File: config.mk
export PLATFORM = sky130hd
export DESIGN_NAME = mux3_rr_sel
export DESIGN_NICKNAME = d
export VERILOG_FILES = /design/src/rtl/mux3_rr_pkg.sv /design/src/rtl/mux3_rr_sel_pick.sv /design/src/rtl/mux3_rr_sel.sv
export SDC_FILE = /design/constraint.sdc
export NUM_CORES = 1
export LEC_CHECK = 0
export ABC_AREA = 1
export CAP_MARGIN = 20
export CORE_MARGIN = 4
export CORE_UTILIZATION = 45
export DETAILED_ROUTE_END_ITERATION = 16
export GPL_ROUTABILITY_DRIVEN = 0
export PLACE_DENSITY = 0.74
export RECOVER_POWER = 100
export REMOVE_ABC_BUFFERS = 1
export SLEW_MARGIN = 20
export SYNTH_ARGS = -nofsm -noshare
export SYNTH_HDL_FRONTEND = slang
export SYNTH_SLANG_ARGS = --single-unit
File: constraint.sdc
create_clock -name clk -period 5.3 [get_ports clk]
set_input_delay 1.06 -clock clk [delete_from_list [all_inputs] [get_ports clk]]
set_output_delay 1.06 -clock clk [all_outputs]
set_load 0.005 [all_outputs]
File: src/rtl/mux3_rr_pkg.sv
// Shared constants, state type and select helpers for the 3-input round-robin select sequencer.
package mux3_rr_pkg;

  localparam int unsigned NUM_IN = 3;

  localparam logic [1:0] SEL_I0 = 2'b00;
  localparam logic [1:0] SEL_I1 = 2'b01;
  localparam logic [1:0] SEL_I2 = 2'b10;

  typedef enum logic {IDLE, GRANT} state_e;

  // One-hot grant to mux select; an empty grant parks the mux on i0.
  function automatic logic [1:0] onehot_to_sel(input logic [NUM_IN-1:0] oh);
    logic [1:0] s;
    case (oh)
      3'b010:  s = SEL_I1;
      3'b100:  s = SEL_I2;
      default: s = SEL_I0;
    endcase
    return s;
  endfunction

  // Pointer value that follows a given granted index, wrapping 2 -> 0.
  function automatic logic [1:0] ptr_after(input logic [NUM_IN-1:0] oh);
    logic [1:0] p;
    case (oh)
      3'b001:  p = 2'd1;
      3'b010:  p = 2'd2;
      default: p = 2'd0;
    endcase
    return p;
  endfunction

endpackage

File: src/rtl/mux3_rr_sel_pick.sv
// rr_pick3: combinational round-robin pick of the first request at or above ptr, wrapping 2 -> 0.
module rr_pick3
  import mux3_rr_pkg::*;
(
  input  logic [NUM_IN-1:0] req,
  input  logic [1:0]        ptr,
  output logic [NUM_IN-1:0] pick,
  output logic              any_req
);

  logic [1:0] start;
  logic [1:0] idx;
  logic       found;

  always_comb begin
    pick  = '0;
    found = 1'b0;
    idx   = 2'd0;
    // ptr never holds 3; treat it as 0 defensively.
    start = (ptr == 2'd3) ? 2'd0 : ptr;
    for (int k = 0; k < 3; k++) begin
      case (start)
        2'd1:    idx = (k == 0) ? 2'd1 : (k == 1) ? 2'd2 : 2'd0;
        2'd2:    idx = (k == 0) ? 2'd2 : (k == 1) ? 2'd0 : 2'd1;
        default: idx = 2'(k);
      endcase
      if (!found && req[idx]) begin
        pick[idx] = 1'b1;
        found     = 1'b1;
      end
    end
    any_req = |req;
  end

endmodule

File: src/rtl/mux3_rr_sel.sv
// Round-robin select sequencer driving the s1/s0 lines of a 3:1 mux with a matching one-hot grant.
// Optional forced release after TIMEOUT held cycles is enabled by defining MUX3_RR_TIMEOUT_EN.
module mux3_rr_sel
  import mux3_rr_pkg::*;
#(
  parameter int unsigned TIMEOUT = 16
) (
  input  logic              clk,
  input  logic              rst,
  input  logic [NUM_IN-1:0] req,
  input  logic              last,
  output logic [NUM_IN-1:0] gnt,
  output logic              s1,
  output logic              s0,
  output logic              busy,
  output logic              timeout
);

  state_e            state_q, state_d;
  logic [1:0]        ptr_q, ptr_d;
  logic [NUM_IN-1:0] gnt_q, gnt_d;
  logic [1:0]        sel_q;
  logic              busy_q;
  logic              to_q, to_d;

  logic [NUM_IN-1:0] arb_req, pick;
  logic [1:0]        arb_ptr;
  logic              any_req;
  logic              normal_rel, force_rel, new_gnt;

  rr_pick3 u_pick (
    .req     (arb_req),
    .ptr     (arb_ptr),
    .pick    (pick),
    .any_req (any_req)
  );

`ifdef MUX3_RR_TIMEOUT_EN
  logic [7:0] cnt_q;
  assign force_rel = (state_q == GRANT) && (cnt_q == 8'(TIMEOUT - 1));

  always_ff @(posedge clk) begin
    if (rst)                  cnt_q <= '0;
    else if (new_gnt)         cnt_q <= '0;
    else if (state_q == GRANT) cnt_q <= cnt_q + 8'd1;
  end
`else
  // No hold limit; the parameter term only keeps TIMEOUT referenced.
  assign force_rel = 1'b0 & (TIMEOUT > 255);
`endif

  always_comb begin
    state_d    = state_q;
    ptr_d      = ptr_q;
    gnt_d      = gnt_q;
    to_d       = 1'b0;
    new_gnt    = 1'b0;
    arb_req    = req;
    arb_ptr    = ptr_q;
    normal_rel = last | ~|(req & gnt_q);
    case (state_q)
      IDLE: begin
        if (any_req) begin
          state_d = GRANT;
          gnt_d   = pick;
          new_gnt = 1'b1;
        end
      end
      GRANT: begin
        if (normal_rel || force_rel) begin
          // Re-arbitrate this cycle from the rotated pointer; a finished source
          // is masked so a lone requester sees one idle cycle before regrant.
          ptr_d   = ptr_after(gnt_q);
          arb_ptr = ptr_d;
          arb_req = (last || force_rel) ? (req & ~gnt_q) : req;
          gnt_d   = any_req ? pick : '0;
          state_d = any_req ? GRANT : IDLE;
          new_gnt = any_req;
          to_d    = force_rel & ~normal_rel;
        end
      end
      default: begin
        state_d = IDLE;
        gnt_d   = '0;
      end
    endcase
  end

  always_ff @(posedge clk) begin
    if (rst) begin
      state_q <= IDLE;
      ptr_q   <= 2'd0;
      gnt_q   <= '0;
      sel_q   <= SEL_I0;
      busy_q  <= 1'b0;
      to_q    <= 1'b0;
    end else begin
      state_q <= state_d;
      ptr_q   <= ptr_d;
      gnt_q   <= gnt_d;
      sel_q   <= onehot_to_sel(gnt_d);
      busy_q  <= |gnt_d;
      to_q    <= to_d;
    end
  end

  assign gnt     = gnt_q;
  assign s1      = sel_q[1];
  assign s0      = sel_q[0];
  assign busy    = busy_q;
  assign timeout = to_q;

endmodule

# Word level (Yosys, flattened, before mapping)

Index checks and enable logic that the tools add are counted.

Register bits: 9
Latch bits: 0
Bits in writable memories: 0
ROM bits: 0
Output and inout bits: 7
Word-level logic and storage cells: 71
Memories kept: 0

Add/subtract/negate cells: 0
Multipliers: 0
Divide/modulo/power cells: 0
$lt $le $gt $ge: 6
Equality and inequality tests: 7
Shifts and indexed selects: 0
Muxes and demuxes: 35
Bitwise logic cells: 7
Reduce and logical (&&, ||, !) cells: 11

Operators with widths:

| kind                 | number |
|---|---|
| $mux W3              | 9 |
| $pmux W2 S2          | 5 |
| $mux W1              | 10 |
| $lt A2 B3 Y1 const B | 3 |
| $reduce_or A3 Y1     | 3 |
| $and A3 B3 Y3        | 2 |
| $bmux W1 S2          | 3 |
| $demux W1 S2         | 3 |
| $eq A3 B2 Y1 const B | 2 |
| $ge A2 B1 Y1 const B | 3 |
| $mux W2              | 3 |
| $or A3 B3 Y3         | 2 |
| $pmux W3 S2          | 1 |
| $logic_and A1 B1 Y1  | 5 |
| $eq A2 B2 Y1 const B | 2 |
| $eq A3 B1 Y1 const B | 1 |
| $eq A3 B3 Y1 const B | 1 |
| $logic_not A1 Y1     | 3 |
| $not A3 Y3           | 1 |
| $eq A2 B1 Y1 const B | 1 |
| $pmux W1 S2          | 1 |
| $not A1 Y1           | 1 |
| $or A1 B1 Y1         | 1 |

# Longest topological paths before layout

Depth after elaboration: 24
Gate-level depth with buffers: 21
Depth with buffers taken out: 21

# Modules after synthesis

A second synthesis with hierarchy kept.

Cells, all modules: 125
Area, all modules: 745.7 um^2

Modules (own cells, without submodules):

| module      | times used | cells each | area an instance (um^2) | sequential area each (um^2) |
|---|---|---|---|---|
| mux3_rr_sel | 1          | 74         | 483.0                   | 180.2 |
| rr_pick3    | 1          | 51         | 262.8                   | 0.0 |

# Least setup slack after synthesis

Ideal clock, no wire load.

Kind: input port to flip-flop
Start point: input req[1]
End point: register busy_q (netlist: busy)
Arrival: 3076 ps
Data required time: 5184 ps
Setup slack: 2108 ps
Stages: 18
Cell sequence: nand2_1 a31o_1 nand2_1 inv_2 or2_2 o21ai_2 inv_1 ha_1 inv_1 nand3_1 nand3_1 nand2_1 nand4_1 nand3_1 a21oi_1 inv_1 nand2_1 nand2_1

Cells in the longest elaborated chain, start to end: 23
Elaborated cells on any way between the ends: 55
Classes of those cells: order compare: 6; eq/ne: 3; mux: 30; bitwise: 5; reduce/logical: 11

Ends and longest elaborated chain:

| what                                                                 | RTL line               | RTL |
|---|---|---|
| start, declared                                                      | mux3_rr_sel.sv:10      | `input logic [NUM_IN-1:0] req,` |
| $and A3 B3 Y3 *                                                      | mux3_rr_sel.sv:60      | `normal_rel = last \| ~\|(req & gnt_q);` |
| $reduce_or A3 Y1 *                                                   | mux3_rr_sel.sv:60      |  |
| $logic_not A1 Y1 *                                                   | mux3_rr_sel.sv:60      |  |
| $or A1 B1 Y1 *                                                       | mux3_rr_sel.sv:60      |  |
| $mux W2 *                                                            | n/a                    |  |
| $mux W2 *                                                            | mux3_rr_sel.sv:61      | `case (state_q)` |
| via arb_ptr[1]                                                       | mux3_rr_sel.sv:27      | `logic [1:0] arb_ptr;` |
| $eq A2 B2 Y1                                                         | mux3_rr_sel_pick.sv:20 | `start = (ptr == 2'd3) ? 2'd0 : ptr;` |
| [8 not listed]                                                       | n/a                    |  |
| $or A3 B3 Y3 (no source line) or $mux W1 (tied branches)             | n/a                    |  |
| $mux W3 or $logic_not A1 Y1 (tied branches)                          | mux3_rr_sel_pick.sv:27 | `if (!found && req[idx]) begin` |
| $or A3 B3 Y3 (no source line) or $logic_and A1 B1 Y1 (tied branches) | n/a                    |  |
| $mux W3 *                                                            | mux3_rr_sel_pick.sv:27 |  |
| $mux W3                                                              | mux3_rr_sel.sv:76      | `gnt_d = any_req ? pick : '0;` |
| $mux W3                                                              | mux3_rr_sel.sv:70      | `if (normal_rel \|\| force_rel) begin` |
| $pmux W3 S2 *                                                        | mux3_rr_sel.sv:61      |  |
| $reduce_or A3 Y1 *                                                   | mux3_rr_sel.sv:102     | `busy_q <= \|gnt_d;` |
| end signal, assigned                                                 | mux3_rr_sel.sv:102     |  |
| end, declared                                                        | mux3_rr_sel.sv:23      | `logic busy_q;` |

Mark *: on every way through the listed nets, which the timed path passes. The rest lies on a longest branch. The select of a mux whose other input is x is not followed.
A chain may end at the register's enable or synchronous reset.

# Worst setup path after layout

Same ends and word-level chain as after synthesis.

==> summary.txt <==
Status
  • Status: completed

Setup path
  • Data arrival, critical path: approximately 4.3 ns
  • CP Launch Type: primary input
  • Worst Setup End Kind: flop
  • Worst Path Max Fanout: 8
  • R2R setup slack: roughly 2.1 ns
  • Setup CP Type: primary input to flop
  • Req. time, crit path: 5.45 ns

GRT
  • Vias in the first global route: 637
  • Initial antenna violation count: 0
  • First-pass GRT wire length: 2570 µm
  • Total congestion overflow: 0
  • Total Routing Usage GR: between 10% and 20%
  • Largest net degree at the start of global routing: 9

Logic synthesis
  • EDFF count, synth: 0
  • Synthesized area: between 700 and 800 µm²
  • Async S/R FF share, synth: 0%
  • Syn Area/Cell: around 6.4 µm²
  • YS warnings: 0
  • Post-synthesis register bit count: 9
  • Share of the synthesized area in the top cell type: 24.9%
  • Ranking of synthesized cells by area: dfxtp_1, nand2_1, nand3_2
  • Primary FF master, synth: dfxtp_1
  • Synthesized instance count: 113
  • Seq/Total Area, Yosys: 24.9%
  • Cell taking the most area after synthesis: dfxtp_1
  • Number of library cell types mapped by synthesis: 20

Clock tree
  • Clk sinks: 9
  • CTS max path bufs: 2
  • CTS tree: yes
  • # hold bufs at CTS: 0
  • CTS clock-pin slew for the worst setup and hold paths: 0.06 ns
  • Htree depth: 1
  • Worst-Skew Late Latency: ~0.26 ns
  • CTS resizes: 0
  • CTS Buf Count: 3
  • Root Buffer: clkbuf_4
  • Setup repair bufs after CTS: 0

Job
  • Max Cap Violations: 0

Timing
  • Final Hold Violating Endpoints: 0
  • Tcrit/Tclk final: 78.3%
  • Max_slew headroom: 66.2%
  • Max Fclk: about 240 MHz
  • Max Slew Vio Count: 0
  • Clk_skew: 0.00389 ns
  • Setup TNS: 0 ns
  • Final min period: slightly above 4 ns
  • RSZ-0062 raised after global routing: false
  • Setup violators final: 0
  • Least-Margin Pin Slew: ~0.50 ns
  • Final worst slack: ~1.1 ns
  • Final hold slack: 0.601 ns

Drt
  • Avg WL per Cell: 10.8 µm
  • Drt drc: 0
  • Drt pass-1 iters: 4
  • Initial DRC count: 12
  • DR vias: 738
  • Via density: 5.16
  • Routed Antenna Nets: 0
  • Routed WL: about 1500 µm

Place
  • Area of placed instances: 846 µm²
  • HPWL after DPL: 1280 µm
  • IO Port Bufs: 11
  • Dpl ws: 1.21 ns

Cells and area
  • Post-route cell area: 861 µm²
  • N_diodes: 0
  • Layout cells sized above 1: 14.2%
  • Area growth from synthesis to layout: 19.0%
  • Nets: between 100 and 150

Power
  • Leak pwr: approximately 0.47 nW
  • Maximum VDD drop: 0.247 mV
  • PwrDens: about 490 mW/mm²

Floorplan
  • Core Box Area: 0.00151 mm²
  • I/O Pins: 13
  • Die Area: 0.00231 mm²
  • Vert. Die Dim: 48.1 µm
  • Rows: 14
  • Die Width: 48.1 µm
  • Effective utilization at floorplan: 48.0%

Min path
  • Hold Path Class: flop to flop
==> sequential cells by signal (all words and copies together) (netlist names) <==
name / count
busy: 1
ptr_q: 2
state_q: 1
sel_q: 2
gnt: 3
==> cells in the final DEF (no fill, tap or decap), types with 4 or more instances in the layout <==
cell type,instances
o21ai_0,5
nor2_1,8
nor3_1,4
inv_2,4
dfxtp_1,9
inv_1,17
nand2_1,29
nand3_2,6
nand4_1,4
dlygate4sd3_1,8
ha_1,4
nand3_1,14
==> where the power goes <==
| part | leakage, nW | total [W] | internal [W] | switching [W] |
|---|---|---|---|---|
| registers | 0.0743 | 0.000107 | 0.0000906 | 0.0000164 |
| clock network | 0.0150 | 0.0000520 | 0.0000290 | 0.0000230 |
| logic | 0.382 | 0.000267 | 0.000105 | 0.000162 |
==> cell usage after synthesis, types with 2 or more instances <==
library cell / count
o21ai_0: 3
nand3_1: 13
dfxtp_1: 9
ha_1: 4
nand3_2: 7
o21ai_2: 2
nand2_2: 2
nor3_1: 4
nor2_1: 8
nand4_1: 4
or2_2: 2
inv_1: 16
nand2_1: 28
inv_2: 5
==> stage by stage <==
| step | cells | util (%) | total power (W) |
|---|---|---|---|
| after floorplan | 112 | - | 0.000304 |
| after global placement | 139 | 56.1 | 0.000383 |
| after detailed placement | 139 | 56.1 | 0.000388 |
| after CTS | 143 | 57.9 | 0.000442 |
| after global routing | 143 | 57.1 | 0.000473 |
| final | 143 | 57.1 | 0.000426 |
==> logic make-up (layout without fill, tap and decap cells) <==
| family | Yosys count | after routing | synth area share (%) |
|---|---|---|---|
| AOI/OAI and AO/OA | 8 | 8 | 7.09 |
| other | 1 | 1 | 0.519 |
| buffers and inverters | 22 | 36 | 11.9 |
| DFF | 9 | 9 | 24.9 |
| and+or+nand+nor | 69 | 69 | 48.6 |
| adders and majority gates | 4 | 4 | 6.92 |
==> final timing paths <==
check | from | to | depth (start not counted)
max | req[1] | busy | 20
min | ptr_q[0] | ptr_q[0] | 3
max reg2reg | gnt[1] | busy | 19
min reg2reg | ptr_q[0] | ptr_q[0] | 3
==> layout make-up <==
class | instances | area, µm²
clock buffers | 4 | 26.3
repair buffers | 11 | 110
inverters | 21 | 78.8
multi-input cells | 82 | 445
fillers | 152 | 646
flip-flops and latches | 9 | 180
well taps | 16 | 20.0
==> routing by layer <==
metal  GRT usage (%)  up-vias  wire [µm]
li1                -      388          -
met1            19.5      334        724
met2            26.6       14        731
met3            4.43        2         73
met4            3.23        0          8
met5               0        -          0
==> worst max-delay path, stage by stage <==
cell and delay (ns):
dlygate4sd3_1 0.63, nand2_1 0.08, a31o_1 0.23, nand2_1 0.14
inv_1 0.09, or2_2 0.28, o21ai_0 0.21, inv_1 0.12
ha_1 0.44, inv_1 0.13, nand2_1 0.08, nand3_1 0.08
nand2_1 0.14, nand3_1 0.09, nand2_1 0.07, nand2_1 0.06
nand2_1 0.08, nand2_1 0.07, o21ai_0 0.16, nand2_1 0.06
Power figures use the tool's default switching activity.
